[src/rtl/counter_monitor.sv]
// Watches an external up/down counter and flags any step it should not take.
// Tracks lock state, counts mismatches and clean wraps with saturation.
module counter_monitor #(
  parameter int N_WIDTH   = 4,
  parameter int UPbarDOWN = 1,
  parameter int ERR_W     = 8,
  parameter int WRAP_W    = 16
) (
  input  logic               clk,
  input  logic               reset,
  input  logic               incr,
  input  logic [N_WIDTH-1:0] y,
  input  logic               resync,
  output logic               locked,
  output logic               error,
  output logic               fault,
  output logic [ERR_W-1:0]   err_cnt,
  output logic [WRAP_W-1:0]  wrap_cnt
);

  typedef enum logic [1:0] {
    UNSYNC = 2'd0,
    TRACK  = 2'd1,
    FAULT  = 2'd2
  } state_t;

  localparam logic [N_WIDTH-1:0] ONE = N_WIDTH'(1);
  localparam logic [N_WIDTH-1:0] WRAP_FROM =
    (UPbarDOWN != 0) ? {N_WIDTH{1'b1}} : {N_WIDTH{1'b0}};
  localparam logic [ERR_W-1:0]  ERR_MAX  = {ERR_W{1'b1}};
  localparam logic [WRAP_W-1:0] WRAP_MAX = {WRAP_W{1'b1}};

  state_t             state;
  state_t             state_next;
  logic [N_WIDTH-1:0] prev_y;
  logic               prev_incr;
  logic [N_WIDTH-1:0] exp_y;
  logic               check;
  logic               mismatch;
  logic               wrap_hit;

  always_comb begin
    exp_y = prev_y;
    if (prev_incr) begin
      exp_y = (UPbarDOWN != 0) ? prev_y + ONE : prev_y - ONE;
    end
  end

  // resync wins over any check at the same edge
  assign check    = (state == TRACK) && !resync;
  assign mismatch = check && (y != exp_y);
  assign wrap_hit = check && !mismatch && prev_incr
                  && (prev_y == WRAP_FROM);

  always_ff @(posedge clk or posedge reset) begin
    if (reset) begin
      state <= UNSYNC;
    end else begin
      state <= state_next;
    end
  end

  always_comb begin
    state_next = state;
    if (resync) begin
      state_next = UNSYNC;
    end else begin
      unique case (state)
        UNSYNC:  state_next = TRACK;
        TRACK:   state_next = mismatch ? FAULT : TRACK;
        FAULT:   state_next = FAULT;
        default: state_next = UNSYNC;
      endcase
    end
  end

  always_comb begin
    locked = (state == TRACK);
    fault  = (state == FAULT);
  end

  always_ff @(posedge clk or posedge reset) begin
    if (reset) begin
      prev_y    <= '0;
      prev_incr <= 1'b0;
      error     <= 1'b0;
      err_cnt   <= '0;
      wrap_cnt  <= '0;
    end else begin
      prev_y    <= y;
      prev_incr <= incr;
      error     <= mismatch;
      if (mismatch && err_cnt != ERR_MAX) begin
        err_cnt <= err_cnt + 1'b1;
      end
      if (wrap_hit && wrap_cnt != WRAP_MAX) begin
        wrap_cnt <= wrap_cnt + 1'b1;
      end
    end
  end

endmodule

[config.mk]
export PLATFORM = sky130hd
export DESIGN_NAME = counter_monitor
export DESIGN_NICKNAME = d
export VERILOG_FILES = /design/src/rtl/counter_monitor.sv
export SDC_FILE = /design/constraint.sdc
export NUM_CORES = 1
export LEC_CHECK = 0
export CAP_MARGIN = 20
export CORE_UTILIZATION = 49
export CTS_BUF_LIST = sky130_fd_sc_hd__clkbuf_16
export CTS_CLUSTER_SIZE = 25
export DETAILED_ROUTE_END_ITERATION = 8
export MAX_ROUTING_LAYER = met4
export PLACE_DENSITY = 0.78
export SLEW_MARGIN = 20
export SYNTH_ARGS = -nofsm -noshare
export SYNTH_HDL_FRONTEND = slang
export SYNTH_SLANG_ARGS = --single-unit
[constraint.sdc]
create_clock -name clk -period 2.5 [get_ports clk]
set_clock_uncertainty 0.1 [all_clocks]
set_input_delay 0.375 -clock clk [delete_from_list [all_inputs] [get_ports clk]]
set_output_delay 0.375 -clock clk [all_outputs]
set_load 0.02 [all_outputs]
==> impl_metrics.toml <==
[routing]
drc = 1
drt_iter0_markers = 17
wl_um = 3076
drtPass1Iterations = 6
routedWlPerCell_um = 14.65
vias_per_cell = 5.571
antenna_left = 0
via_count = 1170

[run_status]
status = "finished, violations left"
violations = "design-rule violations"

[power]
worst_ir_drop_vdd_v = 0.0007470
power_density_mw_per_mm2 = 702.5
p_leak_uw = 0.0009585
power.total_uw = 1463

[sta]
hold_viol_final = 0
max-slew-margin-rel_pct = 63.98
rsz0062_at_grt = "false"
drv_slew = 0
max_slew.worst_pin.slew_ns = 0.5391
setup_slack_ns = 0.1926
holdWs_ns = 0.3801
fin_crit_sh_pct = 92.29
fin_crit_ns = 2.307
finalSetupViolations = 0
clock.fmax_ghz = 0.4334

[critical_path]
crit_slowest_cell = "dfrtp_1"
worstRegToRegCells = 6
path_class = "reg -> reg"
cp.depth = 6
arrival_ns = 2.37
crit_path_max_fanout = 10
critPathCaptureType = "register"
cp-start-kind = "register"
crit_family = "simple AND/OR/NAND/NOR gates"
path_cells = "ha_1 > xnor3_1 > and3_1 > o211a_1 > nor2_1 > mux2_1"
crit_required_ns = 2.56
reg2reg_setup_slack_ns = 0.19
slowest_delay_ns = 0.40
crit_buf_inv = 0

[global_route]
grt_util_all_layers_pct = 23.11
grt_pass1_wl_um = 5437
grt_max_degree = 33
grt-ovfl-total = 0
grt_pass1_vias = 1167
grt_antenna_before_repair = 0

[cells_and_area]
nFillCells = 210
n_antenna_cell = 0
fin_cells = 210
nets = 189
final_cell_mix = "clkdlybuf4s50_1, dfrtp_1, xor2_1"
seq_area_um2 = 800.8
design_area_mm2 = 0.002083
layout_commonest_cell = "clkdlybuf4s50_1"
multi_input_area_um2 = 706.9
syn_to_final_growth_pct = 35.48
drive_above_1_share_pct = 9.497

[clock_network]
cts_resized = 0
clkLatencyLatePin_ns = 0.28
h-tree-depth = 2
cts_buffers = 5
holdBufCountCts = 0
cts_tree = "yes"
clk_pin_slew_ns = 0.05
clock_path_buffers = 2
cts_root_buffer = "clkbuf_16"
cts_sinks = 32
postCtsSetupBuffers = 0

[place]
portBuffers = 34
dpl_cell_area_mm2 = 0.001947
dp_hpwl_um = 2253
gp_congestion = 0.8155
dp.cells = 202
dpl_worst_slack_ns = -0.01897

[logic_synthesis]
syn_nets = 143
synth_top_cell_by_area = "dfrtp_1"
synth_edf_count = 0
yosysUniqueCellTypes = 29
ys_seq_area_share_pct = 52.07
synth_warnings = 0
syn_area_mm2 = 0.001538
synth_top_area_share_pct = 52.07
synth_seq_cells = 32
synth-main-ff-cell = "dfrtp_1"
synth.area.top_cells = "dfrtp_1, xor2_1, xnor2_1"
synth_cells = 132
avgSynthCellArea_um2 = 11.65
ys_async_sr_fraction_pct = 100.0

[floorplanning]
fp.dieH_um = 58.02
start_util_pct = 53.90
fp.coreArea_mm2 = 0.002853
die_area_mm2 = 0.003366
dieWidth_um = 58.02
io_pins = 35
rows = 19

[worst_hold_path]
hold_class = "in -> async"

[flow_run]
drv_cap = 0
==> final timing paths <==
check,startpoint,end
max,prev_y[0]$_DFF_PP0_,err_cnt[1]$_DFFE_PP0P_
min,reset,wrap_cnt[4]$_DFFE_PP0P_
max reg2reg,prev_y[0]$_DFF_PP0_,err_cnt[1]$_DFFE_PP0P_
min reg2reg,wrap_cnt[10]$_DFFE_PP0P_,wrap_cnt[10]$_DFFE_PP0P_
max in group asynchronous,reset,err_cnt[2]$_DFFE_PP0P_
min in group clk,wrap_cnt[10]$_DFFE_PP0P_,wrap_cnt[10]$_DFFE_PP0P_
==> registers in the layout, indices dropped and copies added, names as in the netlist <==
signal,flops
error,1
err_cnt,8
state,2
wrap_cnt,16
prev_y,4
prev_incr,1
==> routing by layer <==
layer  track usage, %  vias to the layer above  share of wire (%)
li1                 -                      566                  -
met1            27.74                      565                 46
met2            34.32                       31                 46
met3            9.375                        8                5.6
met4            10.20                        0                2.2
met5                -                        -                  0
==> stage by stage <==
step                      utilization, %  setup TNS [ns]
after floorplan                        -               0
after global placement             68.25               0
after detailed placement           68.25        -0.01897
after CTS                          73.03               0
after global routing               73.03               0
final                              73.03               0
==> synthesized netlist by cell type (3+ instances only) <==
cell	count
nand4_1	11
nor2_1	6
nor3_1	7
nand3_1	11
xor2_1	16
xnor2_1	11
nand2_1	5
ha_1	3
nor4_2	3
dfrtp_1	32
and3_1	4
==> area by class of cell <==
cell class,count,area share [%]
clock buffers,5,6.006
well taps,31,1.862
flip-flops and latches,32,38.44
repair buffers,41,18.86
inverters,2,0.3604
clock inverters,3,0.5405
multi-input cells,96,33.93
==> report_power, final <==
| part | internal [uW] | total, uW | switching (uW) |
|---|---|---|---|
| Combinational | 138 | 278 | 140 |
| Clock | 357 | 565 | 208 |
| Sequential | 566 | 620 | 53.9 |
==> worst register-to-register path, delay by kind of cell, from the launching register on <==
family | cells | cell delay, ns
mux | 1 | 0.34
flops | 1 | 0.40
compound gates | 1 | 0.36
fa+ha+maj | 1 | 0.23
xor+xnor | 1 | 0.35
simple gates | 2 | 0.41
==> cells by family after synthesis <==
family / synth area share [%]
mux: 2.115
compound gates: 3.092
xor+xnor: 16.84
fa+ha+maj: 2.441
simple gates: 21.48
buf+inv: 1.953
flops: 52.07
No activity file was read; power rests on OpenSTA's default activity.
